==> src/rtl/apb4_cmd_master.sv <==
// Single-outstanding APB4 master: turns a valid/ready command stream into APB4
// transfers and returns each result on a valid/ready response stream.
module apb4_cmd_master #(
  parameter int AW      = 32,
  parameter int DW      = 32,
  parameter int DS      = DW / 8,
  parameter int TIMEOUT = 256
) (
  input  logic          PCLK,
  input  logic          PRESET,
  input  logic          CMD_VALID,
  output logic          CMD_READY,
  input  logic [AW-1:0] CMD_ADDR,
  input  logic          CMD_WRITE,
  input  logic [DW-1:0] CMD_WDATA,
  input  logic [DS-1:0] CMD_STRB,
  input  logic [2:0]    CMD_PROT,
  output logic          RSP_VALID,
  input  logic          RSP_READY,
  output logic [DW-1:0] RSP_RDATA,
  output logic          RSP_ERR,
  output logic          RSP_TIMEOUT,
  output logic          PSEL,
  output logic          PENABLE,
  output logic          PWRITE,
  output logic [AW-1:0] PADDR,
  output logic [DW-1:0] PWDATA,
  output logic [DS-1:0] PSTRB,
  output logic [2:0]    PPROT,
  input  logic [DW-1:0] PRDATA,
  input  logic          PREADY,
  input  logic          PSLVERR
);

  localparam int CW = (TIMEOUT > 1) ? $clog2(TIMEOUT) : 1;
  localparam logic [CW-1:0] CNT_MAX = (TIMEOUT > 0) ? CW'(TIMEOUT - 1) : '0;

  typedef enum logic [1:0] {S_IDLE, S_SETUP, S_ACCESS, S_RESP} state_t;

  state_t          state_q, state_d;
  logic            psel_q, psel_d;
  logic            penable_q, penable_d;
  logic            pwrite_q, pwrite_d;
  logic [AW-1:0]   paddr_q, paddr_d;
  logic [DW-1:0]   pwdata_q, pwdata_d;
  logic [DS-1:0]   pstrb_q, pstrb_d;
  logic [2:0]      pprot_q, pprot_d;
  logic            rsp_valid_q, rsp_valid_d;
  logic [DW-1:0]   rsp_rdata_q, rsp_rdata_d;
  logic            rsp_err_q, rsp_err_d;
  logic            rsp_timeout_q, rsp_timeout_d;
  logic [CW-1:0]   cnt_q, cnt_d;
  logic            timeout_hit;

  // Abort fires on the ACCESS cycle where the counter already sits at its limit.
  assign timeout_hit = (TIMEOUT != 0) && (cnt_q == CNT_MAX);

  always_ff @(posedge PCLK) begin
    if (PRESET) begin
      state_q       <= S_IDLE;
      psel_q        <= 1'b0;
      penable_q     <= 1'b0;
      pwrite_q      <= 1'b0;
      paddr_q       <= '0;
      pwdata_q      <= '0;
      pstrb_q       <= '0;
      pprot_q       <= '0;
      rsp_valid_q   <= 1'b0;
      rsp_rdata_q   <= '0;
      rsp_err_q     <= 1'b0;
      rsp_timeout_q <= 1'b0;
      cnt_q         <= '0;
    end else begin
      state_q       <= state_d;
      psel_q        <= psel_d;
      penable_q     <= penable_d;
      pwrite_q      <= pwrite_d;
      paddr_q       <= paddr_d;
      pwdata_q      <= pwdata_d;
      pstrb_q       <= pstrb_d;
      pprot_q       <= pprot_d;
      rsp_valid_q   <= rsp_valid_d;
      rsp_rdata_q   <= rsp_rdata_d;
      rsp_err_q     <= rsp_err_d;
      rsp_timeout_q <= rsp_timeout_d;
      cnt_q         <= cnt_d;
    end
  end

  always_comb begin
    state_d = state_q;
    case (state_q)
      S_IDLE:   if (CMD_VALID) state_d = S_SETUP;
      S_SETUP:  state_d = S_ACCESS;
      S_ACCESS: if (PREADY || timeout_hit) state_d = S_RESP;
      S_RESP:   if (RSP_READY) state_d = S_IDLE;
      default:  state_d = S_IDLE;
    endcase
  end

  always_comb begin
    psel_d        = psel_q;
    penable_d     = penable_q;
    pwrite_d      = pwrite_q;
    paddr_d       = paddr_q;
    pwdata_d      = pwdata_q;
    pstrb_d       = pstrb_q;
    pprot_d       = pprot_q;
    rsp_valid_d   = rsp_valid_q;
    rsp_rdata_d   = rsp_rdata_q;
    rsp_err_d     = rsp_err_q;
    rsp_timeout_d = rsp_timeout_q;
    cnt_d         = cnt_q;
    case (state_q)
      S_IDLE: begin
        if (CMD_VALID) begin
          psel_d    = 1'b1;
          penable_d = 1'b0;
          paddr_d   = CMD_ADDR;
          pwrite_d  = CMD_WRITE;
          pwdata_d  = CMD_WDATA;
          pstrb_d   = CMD_WRITE ? CMD_STRB : '0;
          pprot_d   = CMD_PROT;
        end
      end
      S_SETUP: begin
        penable_d = 1'b1;
        cnt_d     = '0;
      end
      S_ACCESS: begin
        // A completing slave takes priority over a simultaneous time-out.
        if (PREADY) begin
          psel_d        = 1'b0;
          penable_d     = 1'b0;
          rsp_valid_d   = 1'b1;
          rsp_rdata_d   = pwrite_q ? '0 : PRDATA;
          rsp_err_d     = PSLVERR;
          rsp_timeout_d = 1'b0;
        end else if (timeout_hit) begin
          psel_d        = 1'b0;
          penable_d     = 1'b0;
          rsp_valid_d   = 1'b1;
          rsp_rdata_d   = '1;
          rsp_err_d     = 1'b1;
          rsp_timeout_d = 1'b1;
        end else begin
          cnt_d = cnt_q + 1'b1;
        end
      end
      S_RESP: begin
        if (RSP_READY) rsp_valid_d = 1'b0;
      end
      default: ;
    endcase
  end

  assign CMD_READY   = (state_q == S_IDLE);
  assign PSEL        = psel_q;
  assign PENABLE     = penable_q;
  assign PWRITE      = pwrite_q;
  assign PADDR       = paddr_q;
  assign PWDATA      = pwdata_q;
  assign PSTRB       = pstrb_q;
  assign PPROT       = pprot_q;
  assign RSP_VALID   = rsp_valid_q;
  assign RSP_RDATA   = rsp_rdata_q;
  assign RSP_ERR     = rsp_err_q;
  assign RSP_TIMEOUT = rsp_timeout_q;

endmodule

==> config.mk <==
export PLATFORM = sky130hd
export DESIGN_NAME = apb4_cmd_master
export DESIGN_NICKNAME = d
export VERILOG_FILES = /design/src/rtl/apb4_cmd_master.sv
export SDC_FILE = /design/constraint.sdc
export NUM_CORES = 1
export LEC_CHECK = 0
export BUFFER_PORTS_ARGS = -buffer_cell sky130_fd_sc_hd__buf_4
export CAP_MARGIN = 20
export CORE_UTILIZATION = 50
export CTS_CLUSTER_DIAMETER = 80
export DETAILED_ROUTE_END_ITERATION = 8
export PLACE_DENSITY = 0.92
export SYNTH_ARGS = -nofsm -noshare
export SYNTH_HDL_FRONTEND = slang
export SYNTH_SLANG_ARGS = --single-unit
==> constraint.sdc <==
create_clock -name PCLK -period 3.7 [get_ports PCLK]
set_input_delay 0.37 -clock PCLK [delete_from_list [all_inputs] [get_ports PCLK]]
set_output_delay 0.37 -clock PCLK [all_outputs]
set_load 0.05 [all_outputs]
==> Flow_metrics.wiki, run 1 <==
{| class="wikitable"
! Metric !! Value
|-
| Final routed wirelength across all metal layers || 13.03 mm
|-
| Final count of negative-setup-slack endpoints || 0
|-
| PnR worst setup slack || approximately 1.3 ns
|-
| CTS root buf || sky130_fd_sc_hd__clkbuf_8
|-
| Hold path start || RSP_READY
|-
| Setup slack of the most critical reg-to-reg path || around 1.3 ns
|-
| Nature of the critical path endpoint || flop
|-
| Largest net degree at the start of global routing || between 60 and 70
|-
| Standard-cell row count || 34
|-
| Netlist area before placement || 0.004617 mm²
|-
| Hold Path Cell Cnt || 2
|-
| Clock latency on the worst-skew pair || ~0.5 ns
|-
| Buffer count from post-CTS setup fixing || 0
|-
| Total of buffers placed on input and output ports || around 220
|-
| Worst r2r src || state_q[0]$_SDFFE_PP0P_
|-
| Clock tree buffer depth || 2
|-
| Post-detailed-route DRC marker count || 15
|-
| Syn_nets || 666
|-
| Standard cell with the maximum stage delay on the critical path || sky130_fd_sc_hd__or4_2
|-
| Endpoint of the worst hold-timing path || RSP_VALID$_SDFFE_PP0P_
|-
| Worst IR Drop VDD || 0.5047 mV
|-
| Synthesis-to-finish area growth || 48.73%
|-
| YS warnings || 0
|-
| Post-DR vias/cell || 5.312
|-
| Final worst path period share || 65.59%
|-
| Clock slew seen by the registers of the worst setup and hold paths || around 0.05 ns
|-
| Top-count cell post-synth || sky130_fd_sc_hd__nand2_1
|-
| Critical R2R Capture || cnt_q[4]$_SDFFE_PP0P_
|-
| Result of the run || complete, but fails checks
|-
| CP cell instances || inv_1 -> ha_1 -> buf_4 -> nor2b_1 -> o21ai_2 -> or4_2 -> nand3_1
|-
| Count of flip-flops with a built-in enable after synthesis || 0
|-
| HP Class || primary input to flop
|-
| Core footprint || a little under 0.009 mm²
|-
| Synth cell types || 41
|-
| Startpoint Class || flop
|-
| Fraction of layout instances using a drive strength above 1 || a little over a third
|-
| Async set or reset register ratio after synthesis || 0%
|-
| Vias after detailed routing || around 4,600
|-
| Synth Area per Inst || 8.410 µm²
|-
| Static power due to leakage || between 0.003 and 0.004 µW
|-
| Number of buffers created by CTS || 17
|-
| Commonest register cell after synthesis || sky130_fd_sc_hd__dfxtp_1
|-
| Post-cts resize count || 0
|-
| Top post-synthesis cells by count || sky130_fd_sc_hd__nand2_1 (146), sky130_fd_sc_hd__dfxtp_1 (119), sky130_fd_sc_hd__a21oi_1 (110), sky130_fd_sc_hd__nand2b_1 (36)
|-
| Maximum single-stage delay on the critical path || 0.59 ns
|-
| Hold_ws || ~0.096 ns
|-
| Vertical die dimension || 98.09 µm
|-
| Setup TNS || 0 ns
|-
| First-pass iteration count of the detailed router || 7
|-
| Routability-driven placement congestion ratio || 0.8254
|-
| Endpoints failing hold || 0
|-
| Number of violations of the max-capacitance limit || 0
|-
| Setup repair after global routing missed its margin || no
|-
| Maximum achievable frequency || 0.4121 GHz
|-
| Aggregate global routing overflow || 0
|-
| Routed Antenna Nets || 0
|-
| Top-area cell type share of the netlist area || 51.60%
|-
| Area of the die || 0.009622 mm²
|-
| Global-route wire length before repair || 21.05 mm
|-
| Ant. Diodes || 0
|-
| Post-Synthesis Cells || roughly 550
|-
| Initial core utilization || 52.18%
|-
| Via count of the first global-routing pass || 4,514
|-
| Clock tree sinks || 119
|-
| Required @ worst endpoint || approximately 4.1 ns
|-
| Iter 0 DRT Violations || 195
|-
| Share of synthesized area occupied by flip-flops and latches || between 50% and 60%
|-
| Clk_skew || around 0.012 ns
|-
| Initial antenna violation count || 0
|-
| Critical path start-end classification || flop to flop
|-
| WL per Instance || around 15 µm
|-
| CTS tree || yes
|-
| H-tree levels || 4
|-
| Number of placed I/O pins || 220
|-
| Cell types with the largest area share after synthesis || sky130_fd_sc_hd__dfxtp_1 (52%), sky130_fd_sc_hd__a21oi_1 (12%), sky130_fd_sc_hd__nand2_1 (12%), sky130_fd_sc_hd__a211oi_1 (5.2%), sky130_fd_sc_hd__nand2b_1 (4.9%)
|-
| Power Density || 777.9 mW/mm²
|-
| Actual transition at the worst max-transition pin || 0.9426 ns
|-
| Width of the chip || around 98 µm
|-
| #FFs+latches synth || ~120
|-
| Max Slew Vio Count || 0
|-
| Number of nets at the end of the flow || between 800 and 900
|-
| Worst EP arrival || 2.86 ns
|-
| Placed wire-length estimate || 8.710 mm
|-
| Place WS || 1.356 ns
|-
| Hold bufs inserted after CTS || 0
|-
| Violated checks || design-rule violations
|-
| Cell taking the most area after synthesis || sky130_fd_sc_hd__dfxtp_1
|-
| Worst slew slack as a fraction of its limit || 36.94%
|-
| Reg2Reg Depth || 7
|-
| Total track usage || 27.22%
|-
| Crit Path Max Fanout || 41
|-
| Final critical delay including setup and external delays || 2.427 ns
|}
final cells by class:
class | instances | area [µm²]
flip-flops and latches | 119 | 2382
well taps | 108 | 135.1
clock inverters | 12 | 176.4
inverters | 4 | 15.01
multi-input cells | 383 | 2033
repair buffers | 225 | 1689
fillers | 595 | 1982
clock buffers | 20 | 435.4
worst max path at each step:
stage | startpoint | depth (start not counted) | slack (ns) | end
after floorplan | state_q[0]$_SDFFE_PP0P_ | 7 | 1.74 | PSTRB[1]$_SDFFE_PP0P_
after global placement | state_q[0]$_SDFFE_PP0P_ | 7 | 1.46 | cnt_q[4]$_SDFFE_PP0P_
after detailed placement | state_q[0]$_SDFFE_PP0P_ | 7 | 1.36 | cnt_q[4]$_SDFFE_PP0P_
after CTS | state_q[0]$_SDFFE_PP0P_ | 7 | 1.32 | cnt_q[4]$_SDFFE_PP0P_
after global routing | state_q[0]$_SDFFE_PP0P_ | 7 | 1.09 | cnt_q[4]$_SDFFE_PP0P_
final | state_q[0]$_SDFFE_PP0P_ | 7 | 1.27 | cnt_q[4]$_SDFFE_PP0P_
per-layer routing:
metal  track usage [%]  share of wire, %
met1             30.24                39
met2             48.05                50
met3             9.950               9.3
met4             8.974               1.4
met5                 0                 0
critical path: cells and delay by family (launching register included):
family / cells / cell delay (ns)
and+or+nand+nor: 3 / 1.16
buffers and inverters: 2 / 0.49
DFF: 1 / 0.34
AOI/OAI and AO/OA: 1 / 0.22
adders and majority gates: 1 / 0.15
power breakdown:
group | total [µW] | internal, µW | switching [µW]
registers | 1680 | 1530 | 155
clock network | 1690 | 1110 | 576
logic | 1970 | 594 | 1380
total | 5340 | 3230 | 2110
state kept, by name, indices dropped and copies added, names as in the netlist, 2 cells and up:
register	flops
PPROT	3
RSP_RDATA	32
PSTRB	4
cnt_q	8
PADDR	32
state_q	2
PWDATA	32
layout by cell type (no fill, tap or decap), types with 2 or more instances in the layout:
master and instances:
sky130_fd_sc_hd__buf_4 225, sky130_fd_sc_hd__nand2_1 145, sky130_fd_sc_hd__dfxtp_1 119, sky130_fd_sc_hd__a21oi_1 110
sky130_fd_sc_hd__nand2b_1 36, sky130_fd_sc_hd__a211oi_1 32, sky130_fd_sc_hd__clkbuf_16 16, sky130_fd_sc_hd__nand3_1 9
sky130_fd_sc_hd__ha_1 7, sky130_fd_sc_hd__inv_1 4, sky130_fd_sc_hd__o21ai_0 4, sky130_fd_sc_hd__bufinv_16 4
sky130_fd_sc_hd__nor2_1 3, sky130_fd_sc_hd__a31oi_1 3, sky130_fd_sc_hd__clkinv_2 3, sky130_fd_sc_hd__clkinv_4 3
sky130_fd_sc_hd__nor2b_1 2, sky130_fd_sc_hd__and2_1 2, sky130_fd_sc_hd__a211oi_2 2, sky130_fd_sc_hd__and4_1 2
sky130_fd_sc_hd__xor2_1 2, sky130_fd_sc_hd__nor3_1 2, sky130_fd_sc_hd__clkbuf_8 2, sky130_fd_sc_hd__clkbuf_1 2
sky130_fd_sc_hd__clkinvlp_4 2
metrics by stage:
stage                     total power, µW  cell area [µm²]  instances  util [%]
after floorplan                      3054             4617        549         -
after global placement               3613             6255        839     70.69
after detailed placement             3669             6255        839     70.69
after CTS                            5366             6867        871     77.60
after global routing                 5566             6867        871     77.60
final                                5342             6867        871     77.60
kinds of logic (layout without fill, tap and decap cells):
family	Yosys count	count (layout)	synth area share (%)
adder cells (fa/ha/maj)	7	7	1.897
flip-flops	119	119	51.60
XOR/XNOR	2	2	0.3795
AND/OR/NAND/NOR	213	213	21.27
buffers and inverters	47	261	4.444
AO/OA/AOI/OAI	161	161	20.41
Note: power is estimated with default switching activity, not from simulation.
==> run 2, diff against run 1 <==
Settings changed: CORE_UTILIZATION 50 to 42, PLACE_DENSITY 0.92 to 0.83.
Clock period 3.7 ns to 2.2 ns, I/O delays scaled along.
==> run 2 against run 1 <==
The flow now finishes without violations. Non-clock buffer count increased by 106. Routed wire length up 29%. Maximum frequency grew 19%. Utilization fell by 1.6 points. Total power up 74%. Clock skew decreased by 0.0012 ns. Sequential cell count unchanged. Setup slack lost 1.1 ns. Clock-buffer cell count rose by 2. Design area grew 16%. Critical path type unchanged. Largest power group unchanged. Highest routed layer unchanged.
==> Flow_metrics.wiki, run 2 (same netlist as run 1, synthesis figures left out) <==
{| class="wikitable"
! Metric !! Value
|-
| Standard-cell row count || 37
|-
| Layout fillers || roughly 620
|-
| Global-route wire length before repair || about 26 mm
|-
| Max Slew Vio Count || 0
|-
| Ant. Diodes || 0
|-
| Worst slew slack as a fraction of its limit || a little over half
|-
| Routability-driven placement congestion ratio || roughly 0.8
|-
| Post-detailed-route DRC marker count || 0
|-
| Actual transition at the worst max-transition pin || 0.6832 ns
|-
| Clock latency on the worst-skew pair || 0.53 ns
|-
| Clock slew seen by the registers of the worst setup and hold paths || 0.06 ns
|-
| Nature of the critical path endpoint || flop
|-
| Final worst path period share || between 90 and 100%
|-
| Post-DR vias/cell || about 5.3
|-
| Placed Instance Area || 0.006310 mm²
|-
| H-tree levels || 4
|-
| Standard cell with the maximum stage delay on the critical path || sky130_fd_sc_hd__or4_2
|-
| Clock tree buffer depth || 2
|-
| Initial antenna violation count || 0
|-
| Buffer count from post-CTS setup fixing || 0
|-
| WL per Instance || 16.79 µm
|-
| CP cell instances || inv_1 -> ha_1 -> nor2b_2 -> o21ai_2 -> or4_2 -> nand3_1
|-
| Number of nets at the end of the flow || 973
|-
| Static power due to leakage || 0.003474 µW
|-
| Startpoint Class || flop
|-
| Number of buffers created by CTS || 17
|-
| Vias after detailed routing || between 5,000 and 6,000
|-
| Non-Filler Cell Area, Final || 0.007991 mm²
|-
| Worst EP arrival || 2.50 ns
|-
| Routed Antenna Nets || 0
|-
| Total of buffers placed on input and output ports || 219
|-
| Worst IR Drop VDD || around 0.68 mV
|-
| PnR worst setup slack || ~0.16 ns
|-
| Leading cell type in the layout, fill and taps excluded || sky130_fd_sc_hd__buf_4
|-
| Synthesis-to-finish area growth || 73.09%
|-
| Area of the die || 0.01142 mm²
|-
| Commonest non-fill, non-tap cells in the layout || sky130_fd_sc_hd__buf_4 (225), sky130_fd_sc_hd__nand2_1 (145), sky130_fd_sc_hd__dfxtp_1 (119)
|-
| Vertical die dimension || 106.8 µm
|-
| Total track usage || between 20% and 30%
|-
| Setup TNS || 0 ns
|-
| Clk_skew || 0.01037 ns
|-
| HP Class || primary input to flop
|-
| Final routed wirelength across all metal layers || about 17 mm
|-
| CTS root buf || sky130_fd_sc_hd__clkbuf_8
|-
| Share of the core filled with cells || 76.04%
|-
| Required @ worst endpoint || 2.66 ns
|-
| Place WS || about 0.076 ns
|-
| Result of the run || complete, no violations
|-
| Final critical delay including setup and external delays || 2.037 ns
|-
| Number of placed I/O pins || 220
|-
| Iter 0 DRT Violations || 395
|-
| Via count of the first global-routing pass || 5,388
|-
| First-pass iteration count of the detailed router || 5
|-
| Fraction of layout instances using a drive strength above 1 || 30.99%
|-
| Critical path start-end classification || flop to flop
|-
| Core footprint || 0.01051 mm²
|-
| Clock tree sinks || around 120
|-
| Setup repair after global routing missed its margin || no
|-
| Largest net degree at the start of global routing || 66
|-
| Power Density || 1166 mW/mm²
|-
| Width of the chip || 106.8 µm
|-
| Tot Pwr || 9318 µW
|-
| Maximum achievable frequency || 0.4910 GHz
|-
| Final count of negative-setup-slack endpoints || 0
|-
| Endpoints failing hold || 0
|-
| Aggregate global routing overflow || 0
|-
| Number of violations of the max-capacitance limit || 0
|-
| Initial core utilization || between 40% and 50%
|-
| Crit Path Max Fanout || 10
|-
| Placed wire-length estimate || 9.031 mm
|-
| CTS tree || yes
|-
| Maximum single-stage delay on the critical path || roughly 0.59 ns
|}
[run 2: routing by layer]
layer  GRT usage, %  share of wire, %  vias to the layer above
li1               -                 -                     2495
met1          31.32                37                     2507
met2          51.43                52                      274
met3          9.666               8.5                       49
met4          13.31               2.8                        0
met5              0                 0                        -
[run 2: cell type report]
| cell class | instances | area (µm²) | area share, % |
|---|---|---|---|
| inverters | 4 | 15.01 | 0.1879 |
| clock inverters | 9 | 147.6 | 1.848 |
| repair buffers | 331 | 2778 | 34.76 |
| multi-input cells | 383 | 2036 | 25.47 |
| well taps | 136 | 170.2 | 2.129 |
| flip-flops and latches | 119 | 2382 | 29.81 |
| clock buffers | 22 | 462.9 | 5.793 |
[run 2: final timing paths]
kind | startpoint | end | slack (ns) | cells after the start
setup reg to reg | state_q[0]$_SDFFE_PP0P_ | cnt_q[4]$_SDFFE_PP0P_ | 0.16 | 6
hold reg to reg | PWDATA[26]$_SDFFE_PP0P_ | PWDATA[26]$_SDFFE_PP0P_ | 0.45 | 2
setup / recovery | state_q[0]$_SDFFE_PP0P_ | cnt_q[4]$_SDFFE_PP0P_ | 0.16 | 6
hold / removal | PRDATA[0] | RSP_RDATA[0]$_SDFFE_PP0P_ | 0.01 | 3
[run 2: report_power, final]
group	switching, µW	total (µW)	internal (µW)
combinational	2460	3620	1150
clock	955	2870	1910
sequential	262	2830	2570
[run 2: critical path: cells and delay by family, from the launching register on]
kind | cells | cell delay [ns]
fa+ha+maj | 1 | 0.25
flops | 1 | 0.34
compound gates | 1 | 0.21
simple gates | 3 | 1.03
buf+inv | 1 | 0.14
[run 2: what timing repair did]
action,4_1_cts,5_1_grt
hold buffers,104,0
setup endpoints to repair,0,2
resized for setup,0,1
endpoints found under the hold margin,104,0
[run 2: metrics by stage]
step           instances  hold slack (ns)
2_1_floorplan        549           0.3365
3_3_place_gp         868           0.4339
3_5_place_dp         868           0.4372
4_1_cts             1003         0.004040
5_1_grt             1004         0.007285
6_report            1004          0.01325
